`src/rtl/brctrl_pkg.sv`:
```
// brctrl_pkg: shared types for branch resolve control.
// FSM states, 2-bit counter codes, in-flight queue entry.
package brctrl_pkg;

  typedef enum logic [1:0] {
    S_CLEAR = 2'd0,
    S_RUN   = 2'd1,
    S_FLUSH = 2'd2
  } state_t;

  localparam logic [1:0] SNT = 2'b00;
  localparam logic [1:0] WNT = 2'b01;
  localparam logic [1:0] WT  = 2'b10;
  localparam logic [1:0] ST  = 2'b11;

  // value the table takes on an upd_init write
  localparam logic [1:0] INIT_STATE = WT;

  localparam int BR_IDX_W = 6;

  typedef struct packed {
    logic [BR_IDX_W-1:0] idx;
    logic                pred;
    logic [31:0]         alt_pc;
  } br_ent_t;

endpackage

```
`src/rtl/brctrl_fifo.sv`:
```
// brctrl_fifo: in-order queue of in-flight branches.
// Clear wins over push/pop; DEPTH must be a power of 2.
module brctrl_fifo
  import brctrl_pkg::*;
#(
  parameter int  DEPTH = 4,
  parameter type T     = br_ent_t
) (
  input  logic                       clk,
  input  logic                       reset,
  input  logic                       push,
  input  T                           din,
  input  logic                       pop,
  input  logic                       clear,
  output T                           head,
  output logic                       full,
  output logic                       empty,
  output logic [$clog2(DEPTH+1)-1:0] count
);

  localparam int PW = $clog2(DEPTH);
  localparam int CW = $clog2(DEPTH+1);

  T              mem [DEPTH];
  logic [PW-1:0] wp;
  logic [PW-1:0] rp;

  // pointers and occupancy
  always_ff @(posedge clk or negedge reset) begin
    if (!reset) begin
      wp    <= '0;
      rp    <= '0;
      count <= '0;
    end else if (clear) begin
      wp    <= '0;
      rp    <= '0;
      count <= '0;
    end else begin
      if (push) wp <= wp + PW'(1);
      if (pop)  rp <= rp + PW'(1);
      count <= count + CW'(push) - CW'(pop);
    end
  end

  // entry storage
  always_ff @(posedge clk) begin
    if (push && !clear) mem[wp] <= din;
  end

  assign head  = mem[rp];
  assign full  = (count == CW'(DEPTH));
  assign empty = (count == '0);

endmodule

```
`src/rtl/branch_resolve_ctrl.sv`:
```
// branch_resolve_ctrl: predictor table sweep, update, redirect/flush.
// Optional BRCTRL_STATS_EN adds resolve/mispredict counters.
module branch_resolve_ctrl
  import brctrl_pkg::*;
#(
  parameter int DEPTH     = 4,
  parameter int IDX_W     = 6,
  parameter int FLUSH_CYC = 2
) (
  input  logic                       clk,
  input  logic                       reset,
  input  logic                       fetch_valid,
  input  logic [IDX_W-1:0]           fetch_idx,
  input  logic                       fetch_pred,
  input  logic [31:0]                fetch_alt_pc,
  output logic                       fetch_ready,
  input  logic                       res_valid,
  input  logic                       res_taken,
  output logic                       upd_en,
  output logic [IDX_W-1:0]           upd_idx,
  output logic                       upd_taken,
  output logic                       upd_init,
  output logic                       flush,
  output logic                       redirect_valid,
  output logic [31:0]                redirect_pc,
  output logic                       busy,
  output logic [$clog2(DEPTH+1)-1:0] inflight
`ifdef BRCTRL_STATS_EN
  ,
  output logic [15:0]                stat_resolved,
  output logic [15:0]                stat_mispred
`endif
);

  localparam int FW = (FLUSH_CYC > 1) ? $clog2(FLUSH_CYC) : 1;
  localparam logic [IDX_W-1:0] IDX_LAST = '1;

  typedef struct packed {
    logic [IDX_W-1:0] idx;
    logic             pred;
    logic [31:0]      alt_pc;
  } ent_t;

  state_t           state, state_d;
  logic [IDX_W-1:0] sweep, sweep_d;
  logic [FW-1:0]    fcnt, fcnt_d;
  logic             upd_en_d, upd_init_d, upd_taken_d;
  logic [IDX_W-1:0] upd_idx_d;
  logic             flush_d, redir_d;
  logic [31:0]      redir_pc_d;

  ent_t din, head;
  logic full, empty;
  logic push, pop, mis;

  // busy lags state by one cycle so the last sweep write retires first
  assign fetch_ready = (state == S_RUN) && !busy && !full;
  assign pop  = (state == S_RUN) && !busy && res_valid && !empty;
  assign mis  = pop && (head.pred != res_taken);
  assign push = fetch_valid && fetch_ready && !mis;
  assign din  = '{idx: fetch_idx, pred: fetch_pred,
                  alt_pc: fetch_alt_pc};

  brctrl_fifo #(
    .DEPTH (DEPTH),
    .T     (ent_t)
  ) u_fifo (
    .clk   (clk),
    .reset (reset),
    .push  (push),
    .din   (din),
    .pop   (pop),
    .clear (mis),
    .head  (head),
    .full  (full),
    .empty (empty),
    .count (inflight)
  );

  // next state and next registered outputs
  always_comb begin
    state_d     = state;
    sweep_d     = sweep;
    fcnt_d      = fcnt;
    upd_en_d    = 1'b0;
    upd_init_d  = 1'b0;
    upd_idx_d   = upd_idx;
    upd_taken_d = upd_taken;
    flush_d     = 1'b0;
    redir_d     = 1'b0;
    redir_pc_d  = redirect_pc;
    unique case (state)
      S_CLEAR: begin
        upd_en_d   = 1'b1;
        upd_init_d = 1'b1;
        upd_idx_d  = sweep;
        sweep_d    = sweep + IDX_W'(1);
        if (sweep == IDX_LAST) state_d = S_RUN;
      end
      S_RUN: begin
        if (pop) begin
          upd_en_d    = 1'b1;
          upd_idx_d   = head.idx;
          upd_taken_d = res_taken;
          if (mis) begin
            redir_d    = 1'b1;
            redir_pc_d = head.alt_pc;
            flush_d    = 1'b1;
            fcnt_d     = FW'(FLUSH_CYC - 1);
            state_d    = S_FLUSH;
          end
        end
      end
      S_FLUSH: begin
        if (fcnt == '0) begin
          state_d = S_RUN;
        end else begin
          fcnt_d  = fcnt - FW'(1);
          flush_d = 1'b1;
        end
      end
      default: state_d = S_CLEAR;
    endcase
  end

  // state and output registers
  always_ff @(posedge clk or negedge reset) begin
    if (!reset) begin
      state          <= S_CLEAR;
      sweep          <= '0;
      fcnt           <= '0;
      upd_en         <= 1'b0;
      upd_init       <= 1'b0;
      upd_idx        <= '0;
      upd_taken      <= 1'b0;
      flush          <= 1'b0;
      redirect_valid <= 1'b0;
      redirect_pc    <= '0;
      busy           <= 1'b1;
    end else begin
      state          <= state_d;
      sweep          <= sweep_d;
      fcnt           <= fcnt_d;
      upd_en         <= upd_en_d;
      upd_init       <= upd_init_d;
      upd_idx        <= upd_idx_d;
      upd_taken      <= upd_taken_d;
      flush          <= flush_d;
      redirect_valid <= redir_d;
      redirect_pc    <= redir_pc_d;
      busy           <= (state == S_CLEAR);
    end
  end

`ifdef BRCTRL_STATS_EN
  // saturating resolve / mispredict counters
  always_ff @(posedge clk or negedge reset) begin
    if (!reset) begin
      stat_resolved <= '0;
      stat_mispred  <= '0;
    end else if (state == S_CLEAR) begin
      stat_resolved <= '0;
      stat_mispred  <= '0;
    end else begin
      if (pop && stat_resolved != '1)
        stat_resolved <= stat_resolved + 16'd1;
      if (mis && stat_mispred != '1)
        stat_mispred <= stat_mispred + 16'd1;
    end
  end
`endif

endmodule

```
`config.mk`:
```
export PLATFORM = sky130hd
export DESIGN_NAME = branch_resolve_ctrl
export DESIGN_NICKNAME = d
export VERILOG_FILES = /design/src/rtl/brctrl_pkg.sv /design/src/rtl/brctrl_fifo.sv /design/src/rtl/branch_resolve_ctrl.sv
export SDC_FILE = /design/constraint.sdc
export NUM_CORES = 1
export LEC_CHECK = 0
export BUFFER_PORTS_ARGS = -buffer_cell sky130_fd_sc_hd__buf_2
export CORE_UTILIZATION = 45
export CTS_CLUSTER_SIZE = 10
export DETAILED_ROUTE_END_ITERATION = 10
export SLEW_MARGIN = 20
export SYNTH_ARGS = -nofsm -noshare
export SYNTH_HDL_FRONTEND = slang
export SYNTH_HIERARCHICAL = 1
export SYNTH_SLANG_ARGS = --single-unit
export TNS_END_PERCENT = 5
```
`constraint.sdc`:
```
create_clock -name clk -period 10.3 [get_ports clk]
set_input_delay 2.06 -clock clk [delete_from_list [all_inputs] [get_ports clk]]
set_output_delay 2.06 -clock clk [all_outputs]
set_load 0.02 [all_outputs]
```
==> results.yml <==
synth:
  synthFlopType: "edfxtp_1"
  async_reset_ff_frac: 0.278
  synth-compound-area-share: 0.0115
  synth.area.mux_share: 0.120
  postSynthCellCount: 462
  synth_area_mm2: 0.00836
  yosys.area_share.xor_xnor: 0.0111
  seq_area_frac_synth: 0.740
  synth_edf_count: 156
  yosys.area_share.adder: 0.0204
  ys_warn_count: 6
  ys_ff_latch: 216
  ys_types: 43
  postSynthAreaPerCell_um2: 18.1
  yosys.area_share.simple: 0.0655
  syn_nets: 519
  synth_top_family_by_area: "multiplexers"
global_routing:
  grt_max_degree: 61
  grt.total_usage: 0.165
  grt_overflow: 0
  grt_pass1_wl_mm: 24.5
  grt_pass1_vias: 4543
  grt_antenna_before_repair: 0
min_path:
  hold_path_class: "reg2reg"
  whs_path_depth: 2
final_layout:
  seq_area_mm2: 0.00619
  instances_no_fill: 810
  fin_nets: 619
  n_antenna_cell: 0
  drive_above_1_share: 0.299
  layout_common_cells: "156 x edfxtp_1, 105 x nand2_1, 90 x buf_2"
  fillCellCount: 1457
  final_common_cell: "edfxtp_1"
  multiInputGateArea_mm2: 0.00192
  area_growth_pct: 15.3
  final_core_util: 0.533
  design_area_mm2: 0.00964
routing:
  viasPerCell: 5.15
  via_count: 4169
  wl_met1_mm: 6.61
  drt-pass1-iter-count: 7
  routedWlPerCell_um: 18.5
  top_layer: "met4"
  drtIter0Drc: 268
  wl_mm: 15.0
  route.met2.wl_mm: 7.32
  dr_wl_met3_um: 616
  drc: 12
  drtAntennaViolNets: 0
timing:
  setup_viol: 0
  drv_slew: 0
  min_period_ns: 4.40
  relSlewSlack: 0.271
  fmax_ghz: 0.227
  period_share: 0.427
  worstMarginPinSlew_ns: 1.09
  fin_setup_tns_ns: 0
  hold_viol: 0
  finalClockSkew_ns: 0.00636
  setup_slack_ns: 5.90
  rsz0062_at_grt: "false"
  holdWs_ns: 0.466
clocking:
  cts_buffer_depth: 3
  clkTransAtPathRegs_ns: 0.06
  hold_buffers: 0
  root_buffer: "clkbuf_16"
  post-cts-setup-buffer-count: 0
  post_cts_resize_count: 0
  cts.sinks: 216
  cts_made_buffers: 25
  h-tree-depth: 1
  clk_latency_ns: 0.52
  cts_tree: "built"
critical_path:
  cp_cell_sequence: "buf_2 > xnor2_1 > nand2b_2 > buf_4 > and3_1 > nor2b_1 > and2_2"
  ff2ff_path_depth: 7
  cp_top_family: "simple AND/OR/NAND/NOR gates"
  worstPathRequired_ns: 10.43
  crit_slowest_cell: "and2_2"
  worst_path_largest_cell_delay_ns: 0.93
  cp.arrival_ns: 4.53
  worst-path-stages: 7
  end_kind: "register"
  cp_max_fo: 39
  path_class: "in2reg"
  cp-start-kind: "input port"
  path_buf_inv: 2
floorplan:
  pin_count: 92
  die_w_um: 138
  core_area_mm2: 0.0181
  dieArea_mm2: 0.0191
  fp-row-count: 49
  start_util: 0.462
  chipHeight_um: 138
placed_design:
  port_buffers: 91
  dp_hpwl_mm: 8.60
  placedCellCount: 764
  postPlaceCellArea_mm2: 0.00891
  gp_congestion: 0.770
  dp_slack_ns: 5.39
pwr:
  p_per_area_mw_per_mm2: 276
  ir_drop_mv: 0.167
  p_total_mw: 2.67
  p_leak_nw: 3.76
job:
  drv_cap: 0
status:
  violations: "design-rule violations"
  status: "finished, violations left"
-- cells in the mapped netlist (3+ instances only) --
master / number / area share
buf_8: 3 / 0.0054
nand2_1: 105 / 0.047
o21ai_0: 6 / 0.0036
xnor2_1: 6 / 0.0063
a21oi_1: 3 / 0.0018
and2_1: 4 / 0.0030
edfxtp_1: 156 / 0.56
mux2i_1: 8 / 0.0096
buf_2: 5 / 0.0030
inv_1: 10 / 0.0045
dfrtp_1: 59 / 0.18
buf_6: 4 / 0.0054
nor2_1: 6 / 0.0027
buf_12: 4 / 0.0096
ha_1: 12 / 0.018
mux4_2: 37 / 0.10
-- where the power goes --
group	switching, mW	internal, mW
registers	0.145	1.09
logic	0.337	0.310
clock network	0.321	0.465
-- worst paths after layout --
kind	startpoint	end	slack (ns)
max	res_taken	u_fifo/mem[3][5]	5.90
max in group asynchronous	reset	u_fifo/rp[0]	8.06
min in group asynchronous	reset	upd_idx[4]	1.63
min reg2reg	redirect_pc[11]	redirect_pc[11]	0.47
min	redirect_pc[11]	redirect_pc[11]	0.47
max reg2reg	u_fifo/rp[0]	u_fifo/mem[3][5]	5.97
-- worst reg2reg max path, stage by stage (launching register included) --
cell	delay, ns
dfrtp_4	0.96
mux4_2	0.63
xnor2_1	0.20
nand2b_2	0.15
buf_4	0.41
and3_1	0.38
nor2b_1	0.29
and2_2	0.93
-- state kept, by name (all words and copies together) (netlist names) --
name,count
u_fifo/rp,2
upd_en,1
u_fifo/mem,156
upd_taken,1
redirect_pc,32
redirect_valid,1
upd_init,1
u_fifo/count,3
u_fifo/wp,2
busy,1
sweep,6
flush,1
upd_idx,6
state,2
fcnt,1
-- logic make-up (layout without fill, tap and decap cells) --
family	count (synthesis)	in the layout
simple gates	129	129
mux	50	50
flops	216	216
buf+inv	30	149
compound gates	15	15
fa+ha+maj	13	13
xor+xnor	9	9
-- metal layers --
metal,global-route usage,vias to the layer above
met3,0.0322,30
met2,0.269,100
li1,-,1912
met4,0.0627,0
met5,0,-
met1,0.221,2127
-- final cells by class --
type | instances | share of cell area
clock buffer | 45 | 0.0737
clock inverter | 1 | 0.00208
sequential | 216 | 0.642
timing repair buffer | 92 | 0.0483
inverter | 11 | 0.00506
multi-input combinational | 216 | 0.199
tap | 229 | 0.0297
(Power assumes the default switching activity.)
